<file path="config.mk">
export PLATFORM = sky130hd
export DESIGN_NAME = ganesha
export DESIGN_NICKNAME = d
export VERILOG_FILES = /design/src/rtl/ganesha.sv
export SDC_FILE = /design/constraint.sdc
export NUM_CORES = 1
export LEC_CHECK = 0
export BUFFER_PORTS_ARGS = -buffer_cell sky130_fd_sc_hd__buf_4
export CAP_MARGIN = 20
export CORE_MARGIN = 5
export CORE_UTILIZATION = 30
export CTS_CLUSTER_SIZE = 10
export DETAILED_ROUTE_END_ITERATION = 6
export PLACE_DENSITY = 0.54
export SLEW_MARGIN = 10
export SYNTH_ARGS = -nofsm -noshare
export SYNTH_HDL_FRONTEND = slang
export SYNTH_SLANG_ARGS = --single-unit
</file>
<file path="constraint.sdc">
create_clock -name clk -period 1.4 [get_ports clk]
set_input_delay 0 -clock clk [delete_from_list [all_inputs] [get_ports clk]]
set_output_delay 0 -clock clk [all_outputs]
set_load 0.02 [all_outputs]
</file>
<file path="src/rtl/ganesha.sv">
// 32 x 64 synchronous image ROM holding a mirror-symmetric Ganesha bitmap.
// Only the left half is stored; the right half is its bit-reverse.
module ganesha (
    input  logic        clk,
    input  logic        rst,
    input  logic        en,
    input  logic [4:0]  address,
    output logic [63:0] data_out
);

    logic [63:0] data_q;
    logic [63:0] data_d;
    logic [31:0] left_half;
    logic [31:0] right_half;

    always_comb begin
        left_half = 32'h0000_0000;
        case (address)
            5'd0:  left_half = 32'h0000_0000;
            5'd1:  left_half = 32'h0000_0007;
            5'd2:  left_half = 32'h0000_001F;
            5'd3:  left_half = 32'h0000_007F;
            5'd4:  left_half = 32'h0000_01FF;
            5'd5:  left_half = 32'h0000_0FFF;
            5'd6:  left_half = 32'h0FC0_3FFF;
            5'd7:  left_half = 32'h3FF0_FFFF;
            5'd8:  left_half = 32'h7FF9_FFFF;
            5'd9:  left_half = 32'hFFFF_FFFF;
            5'd10: left_half = 32'hFFFF_FF87;
            5'd11: left_half = 32'hFFFF_FF87;
            5'd12: left_half = 32'hFFFF_FFFF;
            5'd13: left_half = 32'h7FFF_FFFF;
            5'd14: left_half = 32'h3FFF_FFFF;
            5'd15: left_half = 32'h1FFF_FFF0;
            5'd16: left_half = 32'h0FFF_FF0F;
            5'd17: left_half = 32'h07FF_E00F;
            5'd18: left_half = 32'h03FF_C00F;
            5'd19: left_half = 32'h01FF_800F;
            5'd20: left_half = 32'h007F_000F;
            5'd21: left_half = 32'h0000_000F;
            5'd22: left_half = 32'h0000_000F;
            5'd23: left_half = 32'h0000_001F;
            5'd24: left_half = 32'h0000_003F;
            5'd25: left_half = 32'h0000_007E;
            5'd26: left_half = 32'h0000_00FC;
            5'd27: left_half = 32'h0000_03F8;
            5'd28: left_half = 32'h0000_0FF0;
            5'd29: left_half = 32'h0000_3FE0;
            5'd30: left_half = 32'h0000_FF00;
            5'd31: left_half = 32'h0000_0000;
            default: left_half = 32'h0000_0000;
        endcase
    end

    // Pixel 31-k of the right half mirrors pixel 32+k of the row.
    always_comb begin
        right_half = 32'h0000_0000;
        for (int k = 0; k < 32; k++) begin
            right_half[31-k] = left_half[k];
        end
    end

    always_comb begin
        data_d = data_q;
        if (en) begin
            data_d = {left_half, right_half};
        end
    end

    always_ff @(posedge clk) begin
        if (rst) begin
            data_q <= 64'h0;
        end else begin
            data_q <= data_d;
        end
    end

    assign data_out = data_q;

endmodule

</file>
== After elaboration in Yosys (flattened, before gate mapping) ==
Memories as Yosys holds them, arrays and structs flattened.
Cells that the tools add are included.
W data, S select, Z words.

* Flip-flop bits (word level): 64
* ROM bits: 1024
* Input port bits: 8
* Output and inout bits: 64
* Memories kept: 1

{| class="wikitable"
|+ Memories
! name !! words !! bits a word !! rd ports !! clocked after Yosys merged registers in !! wr ports !! line !! RTL
|-
| (no name shown) || 32 || 32 || 1 || 0 || 0 || 18 || <nowiki>case (address)</nowiki>
|}

== Depth between registers and ports, before layout ==
Gate-level depths: netlist of the first run.
An unclocked memory read counts as a cell.

* Depth in word-level cells: 1
* Gate-level depth with buffers: 7
* Gate-level depth less buffers: 5

== Least setup slack after synthesis of the first run ==
No wires, ideal clock.

* Path type: input -> register
* Start point: input address[2]
* End point: register data_q[39], in the netlist data_out[39]
* Data arrival time: 971 ps
* Required time: 1268 ps
* Slack: 297 ps
* Stages: 7
* Buffers on the path: 2
* Path through: buf_6 buf_2 inv_1 ha_1 and2_1 o221ai_1 a21oi_1

* Cells in the longest elaborated chain, start to end: 1

{| class="wikitable"
|+ Ends and longest elaborated chain
! item !! line !! RTL
|-
| from (decl) || 7 || <nowiki>input logic [4:0] address,</nowiki>
|-
| $mem_v2 Z32 W32 || -- ||
|-
| to (signal assigned) || 74 || <nowiki>data_q <= data_d;</nowiki>
|-
| to (decl) || 11 || <nowiki>logic [63:0] data_q;</nowiki>
|}

Every way passes these cells.
A chain may end at the register's enable or synchronous reset.

== Final worst setup path of the first run ==
* Start point: input address[1]
* End point: register data_q[43], in the netlist data_out[43]

The elaborated chain is that of the path after synthesis.

==> impl_metrics.ini, run 1 <==
[detailed_routing]
drc = 0
wl_per_cell_um = 14.2
vias_per_cell = 4.84
ant_nets = 0
first_pass_iters = 4
wl_um = 4270
detail_route.iter0.violations = 68
num_vias = 1452

[clock_tree]
clock_latency_ps = 270
postCtsResizedCells = 0
h-tree-depth = 1
cts_root_buf = clkbuf_8
cts_setup_buffers = 0
cts_tree = built
clockBufferDepth = 2
clkSinkCount = 27
numCtsBuffers = 3
clkTransAtPathRegs_ps = 100
holdBufCountCts = 0

[power_and_ir_drop]
switching_share_pct = 34.0
p_leak_uw = 0.000919
clkPwrFrac_pct = 23.6
powerDensity_mw_per_mm2 = 943
ir_worst_vdd_uv = 346
pwr-share-seq_pct = 45.1
p_sw_uw = 654
p_int_uw = 1270
p_comb_share_pct = 31.3

[floorplanning]
rows = 27
dieWidth_um = 85.6
die_h_um = 85.6
num_io_pins = 72
dieArea_mm2 = 0.00732
initial_core_util_pct = 30.9
core-area_mm2 = 0.00554

[setup_path]
critPathKind = input pin to register
reg2reg_to = data_out[43]
reg2reg_slack_ps = 550
crit_arrival_ps = 1170
cp_max_fo = 7
endpoint_kind = register
r2r-start = data_out[43]
worstPathRequired_ps = 1590
start_kind = input pin
r2r_cells = 2

[layout]
seq_area_um2 = 541
fin_area_mm2 = 0.00204
drive_gt1_share_pct = 36.0
final_common_cell = buf_4
largest_reg_flops = 27
nFillCells = 606
final_cell_mix = buf_4, dfxtp_1, nor2_1
num_antenna_cells = 0
area_delta_synth_final_pct = 19.1
final_nets = 246
stdcell_count = 300
multi_input_area_um2 = 796

[min_path]
min-delay-start = rst
hold_path.class = input pin to register
hold_end = data_out[62]
hold-path-cell-count = 2

[synthesis]
synth-edff-count = 0
async_reset_ff_share_pct = 0
synth_fp_nets = 221
synth_area_leaders = dfxtp_1, buf_4, ha_1
synth-seq-cells = 27
netlist_instances = 204
yosysTopAreaCellShare_pct = 31.6
ys_warn_count = 0
ys_seq_area_share_pct = 31.6
synth_ff_type = dfxtp_1
synthesis.area_mm2 = 0.00171
syn-mean-instance-area_um2 = 8.40
synth_area_leader_cell = dfxtp_1
ys_types = 40

[global_route]
overflow = 0
track_usage_pct = 10.9
antenna_found_initial = 0
grt_max_degree = 53
grt_first_pass_wirelength_um = 6560
grt_pass1_vias = 1331

[timing]
setup_viol = 0
hold_viol = 0
setup_tns_ps = 0
fin_hold_ws_ps = 84.9
worst_slew_pin_slew_ps = 497
slew_violations = 0
fin_crit_ps = 987
fmax_ghz = 1.01
fin_skew_ps = 0
rsz0062_at_grt = false
fin_crit_sh_pct = 70.5
max_slew_margin_pct = 66.9

[place]
dpl-instance-area_mm2 = 0.00199
post-dp-hpwl_um = 3170
port_buffers = 71
place_inst = 296
gp_congestion = 0.835

[status]
outcome = complete, no violations

[job]
maxCapViolations = 0
[cells in the mapped netlist (all sizes together) (2+ instances only)]
cell / n
clkbuf: 8
or2: 3
o221ai: 2
a211oi: 8
nand2: 5
a21boi: 2
nand3b: 2
nor2b: 4
a21oi: 9
a31oi: 2
nand3: 4
o21ai: 3
buf: 44
or3: 2
dfxtp: 27
o211ai: 2
nand2b: 9
a311oi: 12
nor2: 24
and2: 2
o21ba: 2
ha: 9
inv: 7
[power groups by stage]
stage	Clock (µW)	Sequential, µW	Combinational [µW]
floorplan	0	943	390
global placement	0	884	605
detailed placement	0	887	606
CTS	478	869	608
global route	509	880	642
finish	453	867	602
[cell families (layout without fill, tap and decap cells)]
group | Yosys count | after routing | synth area share [%]
AND/OR/NAND/NOR | 59 | 59 | 17.8
buffers and inverters | 59 | 83 | 22.0
AO/OA/AOI/OAI | 49 | 49 | 21.5
flip-flops | 27 | 27 | 31.6
adder cells (fa/ha/maj) | 9 | 9 | 6.57
multiplexers | 1 | 1 | 0.584
[worst max-delay path, stage by stage]
cell,delay [ps]
buf_4,140
inv_1,140
ha_1,200
and4bb_2,260
o21ba_2,160
a311oi_1,260
[area by class of cell]
class | count | area share, %
clock buffers | 3 | 2.02
clock inverters | 1 | 0.245
inverters | 7 | 1.29
multi-input cells | 118 | 39.0
flip-flops and latches | 27 | 26.5
well taps | 72 | 4.42
repair buffers | 72 | 26.5
[how the worst max path moves through the flow]
stage | to | from
floorplan | data_out[39] | address[2]
global placement | data_out[41] | address[0]
detailed placement | data_out[43] | address[1]
CTS | data_out[43] | address[1]
global route | data_out[43] | address[1]
finish | data_out[43] | address[1]
[layer usage]
layer | wire length (µm) | GRT usage, %
met5 | 0 | 0
met3 | 348 | 2.31
met1 | 1980 | 15.6
met4 | 28 | 1.73
met2 | 1910 | 16.9
[through the flow]
step                      power (µW)  util, %  setup slack (ps)
final                           1920     36.8               413
after global placement          1490     36.0               180
after CTS                       1960     36.8               436
after global routing            2030     36.8               339
after detailed placement        1490     36.0               167
after floorplan                 1330        -               297
(Power assumes the default switching activity.)
==> run 2: changes to the inputs <==
clock period = 1 ns   (was 1.4 ns; I/O delays follow)
==> run 2 against run 1 <==
Sequential share of layout area shrank 3.3 points. Non-clock buffer count rose by 30. Count of clock-buffer cells in the layout rose by 1. First-iteration DRC count down 41%. Die area is the same. Largest cell class is now non-clock buffers. Critical path type unchanged. Sequential power is 40% higher. Via count up 5.1%. Sequential cell count unchanged. Global-route usage increased by 1.4 points. Combinational power grew 59%. Total power up 46%. Critical path depth stayed put.
==> impl_metrics.ini, run 2 (same netlist as run 1, synthesis figures left out) <==
[status]
outcome = complete, no violations

[global_route]
grt_first_pass_wirelength_um = 7450
antenna_found_initial = 0
grt_max_degree = 29
overflow = 0
grt_pass1_vias = 1513
track_usage_pct = 12.3

[place]
dpl-instance-area_mm2 = 0.00227
gp_congestion = 0.868
pre_cts_ws_ps = -235
port_buffers = 71
post-dp-hpwl_um = 3580

[clock_tree]
h-tree-depth = 1
cts_tree = built
clkTransAtPathRegs_ps = 90
clockBufferDepth = 2
cts_root_buf = clkbuf_8
clock_latency_ps = 270
holdBufCountCts = 0
numCtsBuffers = 3
clkSinkCount = 27

[floorplanning]
rows = 27
num_io_pins = 72
initial_core_util_pct = 30.9
dieArea_mm2 = 0.00732
core-area_mm2 = 0.00554
die_h_um = 85.6
dieWidth_um = 85.6

[min_path]
hold_path.class = input pin to register
hold-path-cell-count = 2

[setup_path]
reg2reg_slack_ps = 190
cp_max_fo = 5
crit_family = compound AO/OA/AOI/OAI gates
crit_chain = buf_4 > inv_1 > ha_2 > and4bb_2 > o21ba_2 > a311oi_2
slowest_delay_ps = 270
start_kind = input pin
critPathKind = input pin to register
r2r-start = data_out[43]
critPathSlowestCell = and4bb_2
endpoint_kind = register
reg2reg_to = data_out[43]
cp_num_buf_inv = 2
cp.depth = 6
crit_arrival_ps = 1120
crit_end = data_out[43]
r2r_cells = 2
critPathLaunch = address[1]
worstPathRequired_ps = 1190

[layout]
final_cell_mix = buf_4, dfxtp_1, nor2_1
seq_area_um2 = 541
largest_reg_flops = 27
num_antenna_cells = 0
final_nets = 276
drive_gt1_share_pct = 44.6
area_delta_synth_final_pct = 35.9
multi_input_area_um2 = 808
fin_area_mm2 = 0.00233
final_common_cell = buf_4
nFillCells = 592

[detailed_routing]
wl_um = 4540
first_pass_iters = 4
ant_nets = 0
detail_route.iter0.violations = 40
num_vias = 1526
vias_per_cell = 4.62
wl_per_cell_um = 13.7
drc = 0

[timing]
setup_viol = 0
rsz0062_at_grt = false
setup_tns_ps = 0
fin_crit_sh_pct = 93.4
max_slew_margin_pct = 79.4
fin_crit_ps = 934
hold_viol = 0
fmax_ghz = 1.07
fin_skew_ps = 0
worst_slew_pin_slew_ps = 305
fin_hold_ws_ps = 84.1
fin_ws_ps = 66.4
slew_violations = 0

[power_and_ir_drop]
p_leak_uw = 0.00108
ir_worst_vdd_uv = 542
powerDensity_mw_per_mm2 = 1210
total_power_uw = 2810

[job]
maxCapViolations = 0
==> run 2: changes by cell type in the layout (fill, tap and decap cells not counted), sizes merged <==
cell and change:
buf +30, clkbuf +1, clkinv -1
==> run 2: per-stage QoR <==
| step | utilization (%) | instances |
|---|---|---|
| 6_report | 42.0 | 330 |
| 5_1_grt | 42.0 | 330 |
| 4_1_cts | 41.8 | 330 |
| 3_5_place_dp | 41.0 | 326 |
| 3_3_place_gp | 41.0 | 326 |
| 2_1_floorplan | - | 204 |
==> run 2: worst reg2reg max path: cells and delay by family, from the launching register on <==
| kind | cells | cell delay (ps) |
|---|---|---|
| AND/OR/NAND/NOR | 1 | 70 |
| AO/OA/AOI/OAI | 1 | 240 |
| flip-flops | 1 | 410 |
==> run 2: worst min path at each step <==
stage	endpoint	startpoint	slack, ps
floorplan	data_out[47]	address[3]	200
global placement	data_out[62]	rst	370
detailed placement	data_out[34]	en	380
CTS	data_out[34]	en	80
global route	data_out[60]	rst	100
finish	data_out[34]	en	80
==> run 2: cell type report <==
class | count | share of cell area [%]
tap | 72 | 3.87
inverter | 7 | 1.24
timing repair buffer | 102 | 35.0
multi-input combinational | 118 | 34.7
clock buffer | 4 | 1.93
sequential | 27 | 23.2
==> run 2: layer usage <==
layer	share of wire [%]	GRT usage, %
met5	0	0
met4	1.1	3.45
met1	48	16.8
met2	45	20.0
met3	6.2	2.11
==> run 2: timing repair <==
action                     CTS  global route
resized for setup            0             3
setup endpoints to repair    0             2
buffers inserted             0             0
==> run 2: where the power goes <==
part           switching, µW  internal, µW
sequential              64.3          1150
clock                    355           286
combinational            520           439
==> run 3: changes to the inputs <==
clock period = 0.9 ns   (was 1 ns; I/O delays follow)
==> run 3 against run 2 <==
Clock skew unchanged. Count of clock-buffer cells in the layout unchanged. Combinational power up 8%. Setup slack worse by 32 ps. Cell area down 2.3%. Sequential share of layout area up 0.65 points. Clock power up 3.4%. Die area unchanged. Sequential cell count unchanged. Critical path type is now register to primary output. Largest cell class is now multi-input combinational cells. Largest power group unchanged.
==> impl_metrics.ini, run 3 (same netlist as run 1, synthesis figures left out) <==
[clock_tree]
cts_tree = built
cts_root_buf = clkbuf_8
clock_latency_ps = 260
clkTransAtPathRegs_ps = 90
clkSinkCount = 27
h-tree-depth = 1
numCtsBuffers = 3
clockBufferDepth = 2

[detailed_routing]
drc = 0
wl_per_cell_um = 13.4
ant_nets = 0
detail_route.iter0.violations = 80
first_pass_iters = 4
num_vias = 1505
vias_per_cell = 4.62
wl_um = 4360

[power_and_ir_drop]
p_comb_share_pct = 34.2
clkPwrFrac_pct = 21.7
p_int_uw = 2070
powerDensity_mw_per_mm2 = 1340
pwr-share-seq_pct = 44.1
switching_share_pct = 32.4
ir_worst_vdd_uv = 518
p_sw_uw = 991
p_leak_uw = 0.00104
total_power_uw = 3060

[floorplanning]
dieArea_mm2 = 0.00732
die_h_um = 85.6
dieWidth_um = 85.6
core-area_mm2 = 0.00554
initial_core_util_pct = 30.9
rows = 27
num_io_pins = 72

[timing]
worst_slew_pin_slew_ps = 295
hold_viol = 0
slew_violations = 0
fin_crit_sh_pct = 96.2
fmax_ghz = 1.16
fin_crit_ps = 866
setup_viol = 0
rsz0062_at_grt = true
fin_skew_ps = 0
fin_hold_ws_ps = 93.5
max_slew_margin_pct = 80.3

[layout]
final_util_pct = 41.1
area_delta_synth_final_pct = 32.9
largest_reg_flops = 27
drive_gt1_share_pct = 45.7
final_common_cell = buf_4
final_nets = 272
final_cell_mix = buf_4, dfxtp_1, nor2_1
num_antenna_cells = 0

[setup_path]
reg2reg_slack_ps = 140
worstPathRequired_ps = 900
crit_arrival_ps = 870
cp_common_cell = buf_4
crit_chain = buf_4 > buf_4
endpoint_kind = primary output
critPathKind = register to primary output
critPathSlowestCell = dfxtp_1
cp_max_fo = 4
slowest_delay_ps = 320
start_kind = register

[place]
port_buffers = 71
post-dp-hpwl_um = 3510
gp_congestion = 0.893

[global_route]
grt_pass1_vias = 1450
grt_first_pass_wirelength_um = 7200
antenna_found_initial = 0
grt_max_degree = 29
track_usage_pct = 11.9
overflow = 0

[min_path]
hold_path.class = input pin to register

[status]
outcome = complete, no violations

[job]
maxCapViolations = 0
[run 3: final timing paths]
path,start,end,depth (start not counted)
min,en,data_out[53],2
max reg2reg,data_out[62],data_out[62],3
max,data_out[43],data_out[43],2
min reg2reg,data_out[0],data_out[0],2
[run 3: final cells by class]
class                      count  area (µm²)
clock buffer                   4        45.0
fill                         591        3260
inverter                       7        31.3
multi-input combinational    118         818
sequential                    27         543
tap                           72        90.1
timing repair buffer          98         748
[run 3: timing repair]
action                                  4_1_cts  5_1_grt
gates resized for setup                       0        4
endpoints found under the setup margin        0       12
hold buffers                                  0        0
buffers inserted                              0        0
[run 3: worst max-delay path: cells and delay by family, from the launching register on]
family | cells | cell delay (ps)
buffers and inverters | 2 | 290
flip-flops | 1 | 320
[run 3: layer usage]
metal  GRT usage [%]  part of all wire (%)  vias up
li1                -                     -      769
met1            17.6                    46      679
met2            18.3                    45       55
met3           0.865                   8.0        2
met4            3.88                  0.94        0
met5               0                     0        -
[run 3: power groups by stage]
stage,clock network (µW),registers [µW],logic (µW)
after detailed placement,0,1380,1050
after global placement,0,1370,1050
after global routing,754,1370,1130
after CTS,698,1350,1050
after floorplan,0,1470,621
final,663,1350,1040
[run 3: metrics by stage]
stage	worst slack, ps	TNS [ps]	cells	instance area, µm²
after detailed placement	-246	-4150	322	2220
after floorplan	-89.0	-293	204	1750
after CTS	16.5	0	326	2270
after global placement	-223	-3990	322	2220
final	34.3	0	326	2280
after global routing	-11.5	-43.8	326	2280
